<file path="src/rtl/writeback_stage.sv">
// MEM/WB pipeline register with load-data extraction, result-source selection,
// r0 write suppression and a retired-instruction counter.
module writeback_stage #(
  parameter int DATA_W = 32,
  parameter int ADDR_W = 5,
  parameter int CNT_W  = 32
) (
  input  logic              clk,
  input  logic              rst_n,
  input  logic              stallW,
  input  logic              flushW,
  input  logic              validM,
  input  logic              regWriteM,
  input  logic [ADDR_W-1:0] writeRegAddrM,
  input  logic [1:0]        resultSrcM,
  input  logic [2:0]        loadTypeM,
  input  logic [DATA_W-1:0] aluResultM,
  input  logic [DATA_W-1:0] readDataM,
  input  logic [DATA_W-1:0] pcPlus8M,
  output logic              Regfile_weW,
  output logic [ADDR_W-1:0] writeRegAddrW,
  output logic [DATA_W-1:0] writeDataW,
  output logic              validW,
  output logic [CNT_W-1:0]  retireCountW
);

  typedef enum logic [1:0] {
    SRC_ALU  = 2'b00,
    SRC_LOAD = 2'b01,
    SRC_LINK = 2'b10,
    SRC_RSVD = 2'b11
  } result_src_e;

  typedef enum logic [2:0] {
    LD_W  = 3'b000,
    LD_H  = 3'b001,
    LD_HU = 3'b010,
    LD_B  = 3'b011,
    LD_BU = 3'b100
  } load_type_e;

  logic              r_valid;
  logic              r_reg_write;
  logic [ADDR_W-1:0] r_addr;
  logic [1:0]        r_src;
  logic [2:0]        r_load_type;
  logic [DATA_W-1:0] r_alu;
  logic [DATA_W-1:0] r_read;
  logic [DATA_W-1:0] r_pc8;
  logic [CNT_W-1:0]  r_count;

  logic [7:0]        w_byte;
  logic [15:0]       w_half;
  logic [DATA_W-1:0] w_load;
  logic [DATA_W-1:0] w_result;

  // Flush clears the slot to a zeroed bubble; stall holds everything, including the counter.
  always_ff @(posedge clk or negedge rst_n) begin
    if (!rst_n) begin
      // NOTE: state registers use non-blocking assignments so every flop samples pre-edge values.
      r_valid     <= 1'b0;
      r_reg_write <= 1'b0;
      r_addr      <= '0;
      r_src       <= '0;
      r_load_type <= '0;
      r_alu       <= '0;
      r_read      <= '0;
      r_pc8       <= '0;
      r_count     <= '0;
    end else if (flushW) begin
      r_valid     <= 1'b0;
      r_reg_write <= 1'b0;
      r_addr      <= '0;
      r_src       <= '0;
      r_load_type <= '0;
      r_alu       <= '0;
      r_read      <= '0;
      r_pc8       <= '0;
    end else if (!stallW) begin
      r_valid     <= validM;
      r_reg_write <= regWriteM;
      r_addr      <= writeRegAddrM;
      r_src       <= resultSrcM;
      r_load_type <= loadTypeM;
      r_alu       <= aluResultM;
      r_read      <= readDataM;
      r_pc8       <= pcPlus8M;
      if (validM) r_count <= r_count + CNT_W'(1);
    end
  end

  // Little-endian lane selection from the low address bits of the effective address.
  always_comb begin
    // NOTE: every always_comb output gets a default first so no path can infer a latch.
    w_byte = r_read[7:0];
    case (r_alu[1:0])
      2'd1:    w_byte = r_read[15:8];
      2'd2:    w_byte = r_read[23:16];
      2'd3:    w_byte = r_read[31:24];
      default: w_byte = r_read[7:0];
    endcase
    w_half = r_alu[1] ? r_read[31:16] : r_read[15:0];

    w_load = r_read;
    case (r_load_type)
      LD_H:    w_load = {{(DATA_W-16){w_half[15]}}, w_half};
      LD_HU:   w_load = {{(DATA_W-16){1'b0}}, w_half};
      LD_B:    w_load = {{(DATA_W-8){w_byte[7]}}, w_byte};
      LD_BU:   w_load = {{(DATA_W-8){1'b0}}, w_byte};
      default: w_load = r_read;
    endcase

    w_result = r_alu;
    case (r_src)
      SRC_LOAD: w_result = w_load;
      SRC_LINK: w_result = r_pc8;
      default:  w_result = r_alu;
    endcase
  end

  assign Regfile_weW   = r_valid & r_reg_write & (r_addr != '0);
  assign writeRegAddrW = r_addr;
  assign writeDataW    = w_result;
  assign validW        = r_valid;
  assign retireCountW  = r_count;

endmodule

</file>
<file path="config.mk">
export PLATFORM = sky130hd
export DESIGN_NAME = writeback_stage
export DESIGN_NICKNAME = d
export VERILOG_FILES = /design/src/rtl/writeback_stage.sv
export SDC_FILE = /design/constraint.sdc
export NUM_CORES = 1
export LEC_CHECK = 0
export ABC_AREA = 1
export CORE_ASPECT_RATIO = 1.1
export CORE_MARGIN = 8
export CORE_UTILIZATION = 45
export DETAILED_ROUTE_END_ITERATION = 8
export PLACE_DENSITY = 0.79
export SYNTH_ARGS = -nofsm -noshare
export SYNTH_HDL_FRONTEND = slang
export SYNTH_SLANG_ARGS = --single-unit
</file>
<file path="constraint.sdc">
create_clock -name clk -period 2.34 [get_ports clk]
set_input_delay 0.468 -clock clk [delete_from_list [all_inputs] [get_ports clk]]
set_output_delay 0.468 -clock clk [all_outputs]
set_load 0.005 [all_outputs]
</file>
# Yosys cells after proc, flatten, opt, wreduce, memory -nomap -nowiden
# Cells that the tools add are included.
# Widths: inputs -> output; s select.
word_totals:
  reg_bits: 140
  latchBits: 0
  mem_bits_rw: 0
  mem_bits_ro: 0
  in_bits: 112
  output_inout_bits: 71
  wordCells: 46
  n_memories: 0
op_classes:
  n_addsub: 1
  mul: 0
  n_div: 0
  n_lt_le_gt_ge: 0
  eq_ne: 10
  shift: 0
  n_mux: 20
  bitwise_logic: 4
  n_reduce_logical: 2
op_table:
  columns: ["op", "count"]
  rows:
  - ["$mux 32", 6]
  - ["$pmux 32 s4", 1]
  - ["$pmux 32 s2", 1]
  - ["$add 32x1->32 const B", 1]
  - ["$pmux 8 s3", 1]
  - ["$mux 16", 1]
  - ["$mux 5", 2]
  - ["$eq 2x2->1 const B", 3]
  - ["$eq 3x2->1 const B", 2]
  - ["$mux 3", 2]
  - ["$reduce_bool 5->1", 1]
  - ["$eq 2x1->1 const B", 2]
  - ["$mux 1", 4]
  - ["$mux 2", 2]
  - ["$eq 3x1->1 const B", 1]
  - ["$eq 3x3->1 const B", 1]
  - ["$reduce_and 3->1", 1]
  - ["$and 1x1->1", 2]
  - ["$ne 2x1->1 const B", 1]
  - ["$not 1->1", 2]

# Logic depth before layout (Yosys ltp)
logic_depth:
  ltp_word: 4
  ltp_mapped: 11
  ltp_nobuf: 11

# Worst setup path before layout
# Ideal clock, no wire load.
synth_timing:
  path_kind: "reg-to-output"
  from: "register r_load_type[0]"
  to: "output writeDataW[16]"
  arrival_time_ns: 1.412
  t_required_ns: 1.872
  slack_ns: 0.460
  stages_incl_launch_ff: 9
  path_buffers: 1
  path_cell_list: "dfrtp_1 > nand3_1 > nand2_2 > nor2_4 > inv_2 > nand3_2 > buf_6 > nand3_1 > a21oi_1"
synth_via:
  elab_chain_cells: 3
  word_cells_on_any_way: 6
  classes_between: "eq/ne: 4; mux: 2"
synth_rtl:
  columns: ["element", "line", "source"]
  rows:
  - ["start, declared", "46", "logic [2:0] r_load_type;"]
  - ["start signal, assigned", "84", "r_load_type <= loadTypeM;"]
  - ["$eq 3x3->1 (tied with other cells)", "105", "case (r_load_type)"]
  - ["$pmux 32 s4 *", "105", null]
  - ["$pmux 32 s2 *", "114", "case (r_src)"]
  - ["end, declared", "22", "output logic [DATA_W-1:0] writeDataW,"]
# Every way passes the cells marked *; elsewhere a longest branch is shown, timed or not.

# Final worst setup path
layout_timing:
  from: "register r_alu[1]"
  to: "output writeDataW[27]"
layout_via:
  elab_chain_cells: 4
  word_cells_on_any_way: 7
  classes_between: "eq/ne: 3; mux: 4"
layout_rtl:
  columns: ["element", "line", "source"]
  rows:
  - ["start, declared", "47", "logic [DATA_W-1:0] r_alu;"]
  - ["start signal, assigned", "85", "r_alu <= aluResultM;"]
  - ["$eq 2x2->1 or $eq 2x1->1 (tied branches)", "96", "case (r_alu[1:0])"]
  - ["$pmux 8 s3", "96", null]
  - ["$pmux 32 s4 *", "105", null]
  - ["$pmux 32 s2 *", "114", null]
# Marked as above.

==> run_results.csv <==
group,metric,value,unit
status,status,"complete, but fails checks",
status,violations,"setup timing",
pwr,p_per_area,655,nW/µm²
clock_network,clk_transition_reported_paths,0.07,ns
worst_setup_path,critPathMostFrequentCell,"buf_6",
clock_network,numCtsBuffers,17,
pwr,total_power,7080,µW
timing,fin_ws,-0.256,ns
layout,final_nets,1347,
logic_synthesis,synth_cell_types,36,
drt,wl_per_cell,19.4,µm
logic_synthesis,yosys-top-cells-count,"nand2_1 (354), dfrtp_1 (140), nand3_1 (129), inv_1 (68), a21oi_1 (67)",
floorplan,ios,183,
logic_synthesis,synth_top_area_frac,0.471,
worst_setup_path,r2r-end,"retireCountW[20]",
logic_synthesis,yosys_warnings,0,
min_path,min_path_type,"input pin to async pin",
drt,drc_errors,0,
timing,hold_viol_final,0,
timing,max_slew_margin,0.501,
drt,drt_first_pass_iters,7,
timing,min_period_over_period,1.11,
logic_synthesis,ys_seq_area_frac,0.471,
placed_design,hpwl,19900,µm
logic_synthesis,yosysTopAreaCell,"dfrtp_1",
worst_setup_path,crit_fanout,7,
placed_design,post-place-ws,-0.282,ns
timing,worst_pin_slew,0.749,ns
clock_network,cts.sinks,140,
timing,final.setup.tns,-6.19,ns
logic_synthesis,synth_most_common_cell,"nand2_1",
worst_setup_path,path_class,"flip-flop to primary output",
worst_setup_path,cp_cell_sequence,"buf_6 > o211ai_1 > nand3b_2 > nand3_4 > buf_6 > buf_16 > nand3_2 > a21oi_2 > buf_2",
floorplan,rows,49,
global_routing,grt_pass1_vias,8196,
worst_setup_path,crit_required,1.87,ns
global_routing,grt_max_degree,108,
worst_setup_path,r2r-start,"retireCountW[0]",
placed_design,placed_area,9750,µm²
clock_network,ctsHoldBuffers,0,
placed_design,io_buffers,182,
flow_run,max-cap-violations,0,
clock_network,tritoncts,"yes",
worst_setup_path,cp.arrival,2.13,ns
floorplan,die_w,139,µm
global_routing,overflow,0,
layout,final_area,10800,µm²
logic_synthesis,synthCells,1014,
logic_synthesis,synthArstFlopShare,1.00,
logic_synthesis,synth_enable_flop_cells,0,
layout,drive_gt1_frac,0.185,
timing,rsz0062_at_grt,"true",
global_routing,grt_pass1_wl,44000,µm
timing,fin_skew,0.0101,ns
global_routing,antenna_found_initial,2,
floorplan,coreArea,16200,µm²
logic_synthesis,synth_area_leaders,"dfrtp_1 (47%), nand2_1 (18%), nand3_1 (8.7%)",
clock_network,insertion_delay,0.42,ns
logic_synthesis,netlist_area,7440,µm²
worst_setup_path,critical-path-max-stage-delay,0.41,ns
timing,holdWs,0.0447,ns
timing,post-route-min-period,2.60,ns
worst_setup_path,reg2reg_setup_slack,0.61,ns
floorplan,start_util,0.458,
drt,routed_via_density,5.56,
timing,setup_violations,32,
pwr,ir_drop,0.553,mV
placed_design,gp_congestion,0.978,
logic_synthesis,synth-seq-cells,140,
worst_setup_path,r2r.worst_path.cells,8,
layout,area_growth,45.1,%
floorplan,die_area,20900,µm²
drt,dr.first_iter.drc_count,804,
drt,drt_wl_total,28100,µm
worst_setup_path,start_kind,"flip-flop",
timing,max_freq,385,MHz
global_routing,grt.total_usage,0.266,
worst_setup_path,crit_slowest_cell,"dfrtp_1",
floorplan,die_h,151,µm
logic_synthesis,synth_flop_cell,"dfrtp_1",
pwr,p_leak,0.00514,µW
logic_synthesis,avgSynthCellArea,7.34,µm²
clock_network,htree_levels,4,
timing,final_max_slew_viol_count,0,
worst_setup_path,critPathCaptureType,"primary output",
clock_network,cts_root_buf,"clkbuf_16",
logic_synthesis,synth.net_count,1129,
drt,final_antenna_net_count,0,
clock_network,clock_path_buffers,2,
drt,vias,8045,
-- cell usage in the layout (no fill, tap or decap), types with 11 or more instances in the layout --
| cell type | count |
|---|---|
| a21oi_1 | 39 |
| a21oi_2 | 28 |
| buf_2 | 25 |
| buf_4 | 52 |
| buf_6 | 14 |
| clkbuf_16 | 17 |
| clkdlybuf4s50_1 | 147 |
| dfrtp_1 | 138 |
| inv_1 | 64 |
| nand2_1 | 345 |
| nand2_2 | 11 |
| nand3_1 | 103 |
| nand3_2 | 24 |
| nor2_1 | 64 |
| nor3_1 | 12 |
| o21ai_0 | 51 |
| xor2_1 | 15 |
-- critical path: cells and delay by family, from the launching register on --
family	cells	cell delay (ns)
flip-flops	1	0.41
buffers and inverters	4	0.55
AND/OR/NAND/NOR	3	0.33
AO/OA/AOI/OAI	2	0.42
-- metal layers --
metal / GRT usage / vias to the layer above / part of all wire
met1: 0.312 / 3778 / 0.38
met4: 0.140 / 2 / 0.054
met2: 0.449 / 460 / 0.48
met5: 0 / - / 0.00032
li1: - / 3711 / -
met3: 0.0637 / 94 / 0.085
-- where the power goes --
part / internal (µW) / switching, µW / leakage (µW)
logic: 738 / 862 / 0.00302
registers: 2590 / 166 / 0.00185
clock network: 1690 / 1030 / 0.000281
-- repair_timing --
item	CTS	global route
gates cloned	2	0
endpoints found under the setup margin	33	33
pin swaps	34	14
endpoints found under the hold margin	0	0
resized for setup	206	24
buffers inserted	15	2
-- flip-flops by register name, indices dropped and copies added (netlist names) --
signal,flops
r_read,32
r_load_type,3
r_pc8,32
r_alu,32
validW,1
retireCountW,32
writeRegAddrW,5
r_src,2
r_reg_write,1
-- stage by stage --
stage,cells,util
after detailed placement,1400,0.600
after CTS,1445,0.658
after floorplan,1014,-
after global placement,1400,0.600
final,1448,0.665
after global routing,1448,0.665
-- kinds of logic after synthesis --
family | count (synthesis) | synth area share
xor gates and xnor gates | 18 | 0.0212
adders and majority gates | 3 | 0.00504
and+or+nand+nor | 590 | 0.340
buffers and inverters | 125 | 0.0659
DFF | 140 | 0.471
AOI/OAI and AO/OA | 138 | 0.0970
-- how the worst max path moves through the flow --
stage | depth (start not counted) | from | slack (ns) | endpoint
final | 9 | r_alu[1] | -0.26 | writeDataW[27]
after global routing | 9 | r_alu[1] | -0.38 | writeDataW[27]
after CTS | 8 | r_alu[1] | -0.22 | writeDataW[11]
after detailed placement | 8 | r_alu[1] | -0.28 | writeDataW[27]
after global placement | 8 | r_alu[1] | -0.34 | writeDataW[29]
after floorplan | 8 | r_load_type[0] | 0.46 | writeDataW[16]
-- layout make-up --
type | instances | area [µm²]
fill | 1325 | 5450
multi-input combinational | 749 | 3800
sequential | 140 | 3510
timing repair buffer | 253 | 2380
clock buffer | 19 | 443
inverter | 71 | 268
tap | 204 | 255
clock inverter | 11 | 145
antenna | 1 | 2.50
(Power assumes the default switching activity.)
